[config.mk]
export PLATFORM = sky130hd
export DESIGN_NAME = vc_to_d_arbiter_flat
export DESIGN_NICKNAME = d
export VERILOG_FILES = /design/src/rtl/vc_to_d_arbiter_if.sv /design/src/rtl/vc_to_d_arbiter.sv /design/src/flat_wrapper.sv
export SDC_FILE = /design/constraint.sdc
export NUM_CORES = 1
export LEC_CHECK = 0
export CAP_MARGIN = 40
export CORE_ASPECT_RATIO = 1.1
export CORE_MARGIN = 1.5
export CORE_UTILIZATION = 51
export CTS_BUF_LIST = sky130_fd_sc_hd__clkbuf_2 sky130_fd_sc_hd__clkbuf_4 sky130_fd_sc_hd__clkbuf_8
export CTS_CLUSTER_DIAMETER = 120
export DETAILED_ROUTE_END_ITERATION = 8
export PLACE_DENSITY = 0.95
export SETUP_SLACK_MARGIN = 0.02
export SLEW_MARGIN = 10
export SYNTH_ARGS = -nofsm -noshare
export SYNTH_HDL_FRONTEND = slang
export SYNTH_SLANG_ARGS = --single-unit
[constraint.sdc]
create_clock -name clk -period 3.6 [get_ports clk]
set_input_delay 0.36 -clock clk [delete_from_list [all_inputs] [get_ports clk]]
set_output_delay 0.36 -clock clk [all_outputs]
set_load 0.03 [all_outputs]
[src/rtl/vc_to_d_arbiter_if.sv]
// Handshake bundle between the arbiter, the two VC FIFOs and the two
// destination FIFOs. The arbiter side uses the master modport.
interface vc_to_d_arbiter_if #(
  parameter int unsigned data_width = 6
);
  logic                  vc0_empty;
  logic                  vc1_empty;
  logic [data_width-1:0] vc0_data;
  logic [data_width-1:0] vc1_data;
  logic                  vc0_pop;
  logic                  vc1_pop;
  logic                  d0_almost_full;
  logic                  d1_almost_full;
  logic                  d0_push;
  logic                  d1_push;
  logic [data_width-1:0] d_data;

  modport master (
    input  vc0_empty, vc1_empty, vc0_data, vc1_data,
    input  d0_almost_full, d1_almost_full,
    output vc0_pop, vc1_pop, d0_push, d1_push, d_data
  );

  modport slave (
    output vc0_empty, vc1_empty, vc0_data, vc1_data,
    output d0_almost_full, d1_almost_full,
    input  vc0_pop, vc1_pop, d0_push, d1_push, d_data
  );
endinterface

[src/rtl/vc_to_d_arbiter.sv]
// VC0/VC1 to D0/D1 arbiter: VC0 priority with a programmable anti-starvation
// counter for VC1, destination routing from a word bit, pause-aware eligibility.
module vc_to_d_arbiter #(
  parameter int unsigned data_width = 6,
  parameter int unsigned DEST_BIT   = 4
) (
  input  logic                 clk,
  input  logic                 reset,
  input  logic                 enable,
  input  logic [3:0]           vc1_burst_max,
  vc_to_d_arbiter_if.master    bus,
  output logic [7:0]           grant_cnt_vc0,
  output logic [7:0]           grant_cnt_vc1,
  output logic                 idle
);

  logic                  dest0, dest1;
  logic                  el0, el1;
  logic                  grant0, grant1;
  logic                  d0_push_q, d0_push_d;
  logic                  d1_push_q, d1_push_d;
  logic [data_width-1:0] d_data_q, d_data_d;
  logic [3:0]            starve_cnt_q, starve_cnt_d;
  logic [7:0]            grant_cnt_vc0_q, grant_cnt_vc0_d;
  logic [7:0]            grant_cnt_vc1_q, grant_cnt_vc1_d;

  // Eligibility and grant selection; a head is blocked only by its own destination's pause.
  always_comb begin
    dest0  = bus.vc0_data[DEST_BIT];
    dest1  = bus.vc1_data[DEST_BIT];
    el0    = reset & enable & ~bus.vc0_empty &
             ~(dest0 ? bus.d1_almost_full : bus.d0_almost_full);
    el1    = reset & enable & ~bus.vc1_empty &
             ~(dest1 ? bus.d1_almost_full : bus.d0_almost_full);
    grant1 = el1 & (~el0 | ((vc1_burst_max != 4'd0) && (starve_cnt_q >= vc1_burst_max)));
    grant0 = el0 & ~grant1;
  end

  // Next-state for push register, starvation counter and grant counters.
  always_comb begin
    d_data_d        = d_data_q;
    d0_push_d       = 1'b0;
    d1_push_d       = 1'b0;
    starve_cnt_d    = starve_cnt_q;
    grant_cnt_vc0_d = grant_cnt_vc0_q;
    grant_cnt_vc1_d = grant_cnt_vc1_q;
    if (grant0) begin
      d_data_d        = bus.vc0_data;
      d0_push_d       = ~dest0;
      d1_push_d       = dest0;
      grant_cnt_vc0_d = grant_cnt_vc0_q + 8'd1;
    end else if (grant1) begin
      d_data_d        = bus.vc1_data;
      d0_push_d       = ~dest1;
      d1_push_d       = dest1;
      grant_cnt_vc1_d = grant_cnt_vc1_q + 8'd1;
    end
    if (bus.vc1_empty || grant1) begin
      starve_cnt_d = '0;
    end else if (grant0 && el1 && (starve_cnt_q != 4'd15)) begin
      starve_cnt_d = starve_cnt_q + 4'd1;
    end
  end

  // State registers with asynchronous active-low clear.
  always_ff @(posedge clk or negedge reset) begin
    if (!reset) begin
      d_data_q        <= '0;
      d0_push_q       <= 1'b0;
      d1_push_q       <= 1'b0;
      starve_cnt_q    <= '0;
      grant_cnt_vc0_q <= '0;
      grant_cnt_vc1_q <= '0;
    end else begin
      d_data_q        <= d_data_d;
      d0_push_q       <= d0_push_d;
      d1_push_q       <= d1_push_d;
      starve_cnt_q    <= starve_cnt_d;
      grant_cnt_vc0_q <= grant_cnt_vc0_d;
      grant_cnt_vc1_q <= grant_cnt_vc1_d;
    end
  end

  // Output drive; idle is forced high while reset is held.
  always_comb begin
    bus.vc0_pop   = grant0;
    bus.vc1_pop   = grant1;
    bus.d0_push   = d0_push_q;
    bus.d1_push   = d1_push_q;
    bus.d_data    = d_data_q;
    grant_cnt_vc0 = grant_cnt_vc0_q;
    grant_cnt_vc1 = grant_cnt_vc1_q;
    idle          = ~reset | (bus.vc0_empty & bus.vc1_empty & ~d0_push_q & ~d1_push_q);
  end

endmodule

[src/flat_wrapper.sv]
// flat-port wrapper written by rule: the top's interface ports become plain ports
module vc_to_d_arbiter_flat 
#(
  parameter int unsigned data_width = 6,
  parameter int unsigned DEST_BIT   = 4
)
  (clk, reset, enable, vc1_burst_max, grant_cnt_vc0, grant_cnt_vc1, idle, bus_vc0_empty, bus_vc1_empty, bus_vc0_data, bus_vc1_data, bus_d0_almost_full, bus_d1_almost_full, bus_vc0_pop, bus_vc1_pop, bus_d0_push, bus_d1_push, bus_d_data);
  vc_to_d_arbiter_if #(.data_width(data_width)) bus_i ();
  input  logic clk;
  input  logic reset;
  input  logic enable;
  input  logic [3:0] vc1_burst_max;
  output logic [7:0] grant_cnt_vc0;
  output logic [7:0] grant_cnt_vc1;
  output logic idle;
  input wire logic [$bits(bus_i.vc0_empty)-1:0] bus_vc0_empty;
  input wire logic [$bits(bus_i.vc1_empty)-1:0] bus_vc1_empty;
  input wire logic [$bits(bus_i.vc0_data)-1:0] bus_vc0_data;
  input wire logic [$bits(bus_i.vc1_data)-1:0] bus_vc1_data;
  input wire logic [$bits(bus_i.d0_almost_full)-1:0] bus_d0_almost_full;
  input wire logic [$bits(bus_i.d1_almost_full)-1:0] bus_d1_almost_full;
  output wire logic [$bits(bus_i.vc0_pop)-1:0] bus_vc0_pop;
  output wire logic [$bits(bus_i.vc1_pop)-1:0] bus_vc1_pop;
  output wire logic [$bits(bus_i.d0_push)-1:0] bus_d0_push;
  output wire logic [$bits(bus_i.d1_push)-1:0] bus_d1_push;
  output wire logic [$bits(bus_i.d_data)-1:0] bus_d_data;
  assign bus_i.vc0_empty = bus_vc0_empty;
  assign bus_i.vc1_empty = bus_vc1_empty;
  assign bus_i.vc0_data = bus_vc0_data;
  assign bus_i.vc1_data = bus_vc1_data;
  assign bus_i.d0_almost_full = bus_d0_almost_full;
  assign bus_i.d1_almost_full = bus_d1_almost_full;
  assign bus_vc0_pop = bus_i.vc0_pop;
  assign bus_vc1_pop = bus_i.vc1_pop;
  assign bus_d0_push = bus_i.d0_push;
  assign bus_d1_push = bus_i.d1_push;
  assign bus_d_data = bus_i.d_data;
  vc_to_d_arbiter #(.data_width(data_width), .DEST_BIT(DEST_BIT)) u_core (.clk(clk), .reset(reset), .enable(enable), .vc1_burst_max(vc1_burst_max), .bus(bus_i), .grant_cnt_vc0(grant_cnt_vc0), .grant_cnt_vc1(grant_cnt_vc1), .idle(idle));
endmodule
== Word-level counts from Yosys, hierarchy flattened ==
Index checks and enable logic that the tools add are counted.
Widths: inputs -> output; s select.
Word-level totals
  bits in registers: 28
  word-level logic and storage cells: 53
Cells by class
  eq/ne operators: 1
  bitwise gates (word level): 24
  $add $sub $neg: 3
  mux-type cells: 10
  $lt $le $gt $ge: 1
  reductions and logical operators: 8
Operators by type and width (number)
  $add 8x1->8 const B: 2
  $mux 6: 2
  $not 1->1: 12
  $and 1x1->1: 10
  $mux 4: 2
  $mux 1: 6
  $add 4x1->4 const B: 1
  $ge 4x4->1: 1
  $ne 4x4->1 const B: 1
  $reduce_bool 2->1: 2
  $reduce_bool 4->1: 1
  $logic_and 1x1->1: 3
  $or 1x1->1: 2
  $reduce_and 2->1: 1
  $logic_or 1x1->1: 1

== Depth between registers and ports, before layout ==
  word-level depth: 12
  mapped depth: 8
  gate-level depth less buffers: 7

== Worst setup path before layout ==
OpenSTA, ideal clock, no wires.
  path type: reg2reg
  start: register u_core.starve_cnt_q[2]
  end: register u_core.grant_cnt_vc0_q[1], in the netlist u_core.grant_cnt_vc0[1]
  path buffers: 1
  slack: 1.545 ns
  arrival time: 1.930 ns
  period minus slack after synthesis: 2.055 ns
  data required time: 3.475 ns
  setup time: 0.125 ns
  stages on the path, launching flop included: 7
  cells stage by stage: dfrtp_1 > ha_1 > a21o_1 > a311o_1 > a21boi_4 > buf_6 > mux2_2
Between the ends
  cells in the longest elaborated chain, start to end: 6
Ends and longest elaborated chain
  start: declaration: line vc_to_d_arbiter.sv:23  | logic [3:0] starve_cnt_q, starve_cnt_d;
  start signal: assignment: line vc_to_d_arbiter.sv:78  | starve_cnt_q <= starve_cnt_d;
  $ge 4x4->1: line vc_to_d_arbiter.sv:35  | grant1 = el1 & (~el0 | ((vc1_burst_max != 4'd0) && (starve_cnt_q >= vc1_burst_max)));
  $logic_and 1x1->1: line vc_to_d_arbiter.sv:35
  $or 1x1->1: line vc_to_d_arbiter.sv:35
  $and 1x1->1: line vc_to_d_arbiter.sv:35
  $not 1->1: line vc_to_d_arbiter.sv:36  | grant0 = el0 & ~grant1;
  $and 1x1->1: line vc_to_d_arbiter.sv:36
  net bus_vc0_pop: line flat_wrapper.sv:22  | output wire logic [$bits(bus_i.vc0_pop)-1:0] bus_vc0_pop;
  end signal: assignment: line vc_to_d_arbiter.sv:79  | grant_cnt_vc0_q <= grant_cnt_vc0_d;
  end: declaration: line vc_to_d_arbiter.sv:24  | logic [7:0] grant_cnt_vc0_q, grant_cnt_vc0_d;
The timed path passes the listed nets, and every way through them passes these cells.
A chain may end at the register's enable or synchronous reset.

== Final worst setup path ==
  start: input port bus_vc1_data[4]
  end: output port bus_vc1_pop
Between the ends
  cells in the longest elaborated chain, start to end: 4
Ends and longest elaborated chain
  start: declaration: line flat_wrapper.sv:19  | input wire logic [$bits(bus_i.vc1_data)-1:0] bus_vc1_data;
  $mux 1: line vc_to_d_arbiter.sv:34  | ~(dest1 ? bus.d1_almost_full : bus.d0_almost_full);
  $not 1->1: line vc_to_d_arbiter.sv:34
  $and 1x1->1: line vc_to_d_arbiter.sv:33  | el1 = reset & enable & ~bus.vc1_empty &
  $and 1x1->1: line vc_to_d_arbiter.sv:35
  end: declaration: line flat_wrapper.sv:23  | output wire logic [$bits(bus_i.vc1_pop)-1:0] bus_vc1_pop;
Every way passes these cells.

==> results by group <==
Status
  – Status: completed

Setup path
  – Worst-case reg-to-reg path depth: 6
  – CP max FO: 15
  – CP Capture Type: output pin
  – Setup CP Type: in -> out
  – Worst endpoint required time: 3.24 ns
  – CP Launch Type: primary input
  – WP data arrival: around 2.8 ns

Power
  – Int Pwr: 0.665 mW
  – Net Switching: 0.427 mW
  – Sw Share: 39.1%
  – Logic pwr share: between 40 and 50%
  – Seq pwr share: 43.3%
  – Pwr Density: about 520 nW/um^2
  – Final Power: 1.09 mW
  – Leak Pwr: roughly 0.95 nW
  – Peak supply drop: 0.488 mV
  – Clock power share: between 10% and 20%

Drt
  – Wire per inst: around 17 um
  – Via density: 5.78
  – Drc violations: 0
  – WL final: 3.64 mm
  – Vias post-DR: around 1.2k
  – Routed Antenna Nets: 0
  – DR pass1 iterations: 4
  – Drt initial violations: 16

Floorplan
  – Cell row count: 20
  – Die Width: roughly 55 um
  – DIE HEIGHT: just over 60 um
  – Die ar.: around 3400 sq um
  – Initial Utilization: 54.6%
  – Core ar.: 2830 sq um
  – Ports: 50

Yosys
  – Synthesized instance count: 126
  – Fraction of registers with async set/reset: 100%
  – Sequential area share after synthesis: between 40% and 50%
  – Synth Warn #: 0
  – Yosys top cell by area: dfrtp_1
  – Top-count cell post-synth: dfrtp_1
  – Main flop type after synthesis: dfrtp_1
  – Yosys cell types: 35
  – Post-synth EDFFs: 0
  – Flip-flop and latch count after synthesis: 28
  – Yosys top cell area share: between 40% and 50%
  – Syn avg cell area: approximately 12 sq um
  – Net Count, Synth: roughly 160
  – Synth top area cells: dfrtp_1 (45%), ha_1 (5.7%), xor2_1 (5.7%), xnor2_1 (4.0%), a22o_2 (3.2%)
  – Commonest cells in the netlist: dfrtp_1 (28), xor2_1 (10), ha_1 (7), nand4_1 (7), xnor2_1 (7)
  – Post-Synthesis Cell Area: ~1500 sq um

Clocking
  – Max Buffers Root-to-Sink: 2
  – CTS resizes: 0
  – Post-CTS setup buffers: 0
  – CTS sink count: 28
  – Clock latency on the worst-skew pair: between 0.3 and 0.4 ns
  – Hold-fix buffers at CTS: 0
  – Root Buffer: clkbuf_4
  – CTS Buf Count: 3
  – H-Tree Depth: 1
  – Clk slew on worst S/H paths: about 0.15 ns
  – CTS tree: yes

Place
  – Placer Congestion: around 0.9
  – Placed Area: approximately 2100 sq um
  – Buffers on Ports: around 50
  – Dpl hpwl: roughly 2.9 mm
  – Pre-CTS setup slack: about 0.44 ns

Timing
  – Post-layout minimum cycle time: between 3 and 4 ns
  – Fin crit share: a little under 90%
  – Slew margin rel.: 62.8%
  – PnR worst setup slack: roughly 0.43 ns
  – Max-slew violations: 0
  – Fmax: approximately 320 MHz
  – Least-Margin Pin Slew: between 0.5 and 0.6 ns
  – Final setup viols: 0
  – Final Hold Viols: 0
  – Clk_skew: approximately 0.0058 ns
  – RSZ-0062 raised after global routing: no
  – Setup_tns: 0 ns

Cells and area
  – Fin util: ~74%
  – Design area: between 2000 and 2500 sq um
  – Area Overhead vs Synth: 35.7%
  – Layout cells sized above 1: 15.1%
  – Number of nets in the layout: 210
  – N_diodes: 0

Global routing
  – Largest net degree at the start of global routing: 30
  – Total congestion overflow: 0
  – First-pass GRT wire length: 6.07 mm
  – Vias in the first global route: roughly 1.3k
  – Overall Global Routing Usage: between 20% and 30%
  – Initial antenna violation count: 0

Min path
  – Hold Crit Depth: 1
  – HP Class: reg -> reg

Job
  – Max cap viols: 0
## power groups by stage
stage | sequential (mW) | clock [mW] | combinational [mW]
after floorplan | 0.597 | 0 | 0.129
after global placement | 0.473 | 0 | 0.456
after detailed placement | 0.479 | 0 | 0.469
after CTS | 0.473 | 0.156 | 0.472
after global routing | 0.487 | 0.165 | 0.492
final | 0.472 | 0.152 | 0.467
## logic make-up (layout without fill, tap and decap cells)
group / count (synthesis) / in the layout / synth area share (%)
muxes: 6 / 6 / 4.46
buffers and inverters: 8 / 61 / 3.89
and+or+nand+nor: 42 / 42 / 18.9
AOI/OAI and AO/OA: 18 / 18 / 12.0
xor gates and xnor gates: 17 / 17 / 9.65
DFF: 28 / 28 / 45.4
adders and majority gates: 7 / 7 / 5.68
## through the flow
step                cells  hold slack (ns)
floorplan             126           0.0644
global placement      208            0.458
detailed placement    208            0.466
CTS                   212            0.485
global route          212            0.523
finish                212            0.480
## layout by cell type, fill, tap and decap left out, types with 5 or more instances in the layout
cell / Yosys / routed
clkdlybuf4s50_1: 0 / 48
nand4_1: 7 / 7
nand3_1: 5 / 5
a22o_2: 5 / 5
nand2_1: 5 / 5
xor2_1: 10 / 10
dfrtp_1: 28 / 28
ha_1: 7 / 7
nor3_1: 6 / 6
buf_4: 0 / 5
xnor2_1: 7 / 7
a21o_1: 6 / 6
## registers in the layout, indices dropped and copies added, names as in the netlist
| register | count |
|---|---|
| u_core.bus.d_data | 6 |
| u_core.bus.d0_push | 1 |
| u_core.starve_cnt_q | 4 |
| u_core.grant_cnt_vc0 | 8 |
| u_core.bus.d1_push | 1 |
| u_core.grant_cnt_vc1 | 8 |
## final timing paths
kind                                                      from                                   to  slack, ns
setup / recovery                               bus_vc1_data[4]                          bus_vc1_pop       0.43
min in group asynchronous                                reset         u_core.bus.d1_push$_DFF_PN0_       0.49
hold / removal             u_core.grant_cnt_vc0[7]$_DFFE_PN0N_  u_core.grant_cnt_vc0[7]$_DFFE_PN0N_       0.48
max in group asynchronous                                reset     u_core.bus.d_data[0]$_DFFE_PN0P_       2.84
hold reg to reg            u_core.grant_cnt_vc0[7]$_DFFE_PN0N_  u_core.grant_cnt_vc0[7]$_DFFE_PN0N_       0.48
setup reg to reg            u_core.starve_cnt_q[2]$_DFFE_PN0P_  u_core.grant_cnt_vc0[1]$_DFFE_PN0N_       1.32
## metal layers
metal	track usage [%]	part of all wire (%)	vias to the layer above
li1	-	-	568
met1	26.7	39	622
met2	45.6	56	30
met3	2.77	3.5	6
met4	8.01	1.5	0
met5	0	0	-
## worst max-delay path, cell delays in order
cell and delay [ns]:
clkdlybuf4s50_1 0.54, mux2_4 0.35, nor4_4 0.34, a21boi_4 0.11
nor2_4 0.35, clkdlybuf4s50_1 0.75
## layout make-up
cell class | count | area (sq um)
flip-flops and latches | 28 | 701
fillers | 196 | 734
well taps | 33 | 41.3
clock buffers | 4 | 36.3
multi-input cells | 90 | 782
repair buffers | 53 | 518
inverters | 4 | 15.0
No activity file was read; power rests on OpenSTA's default activity.
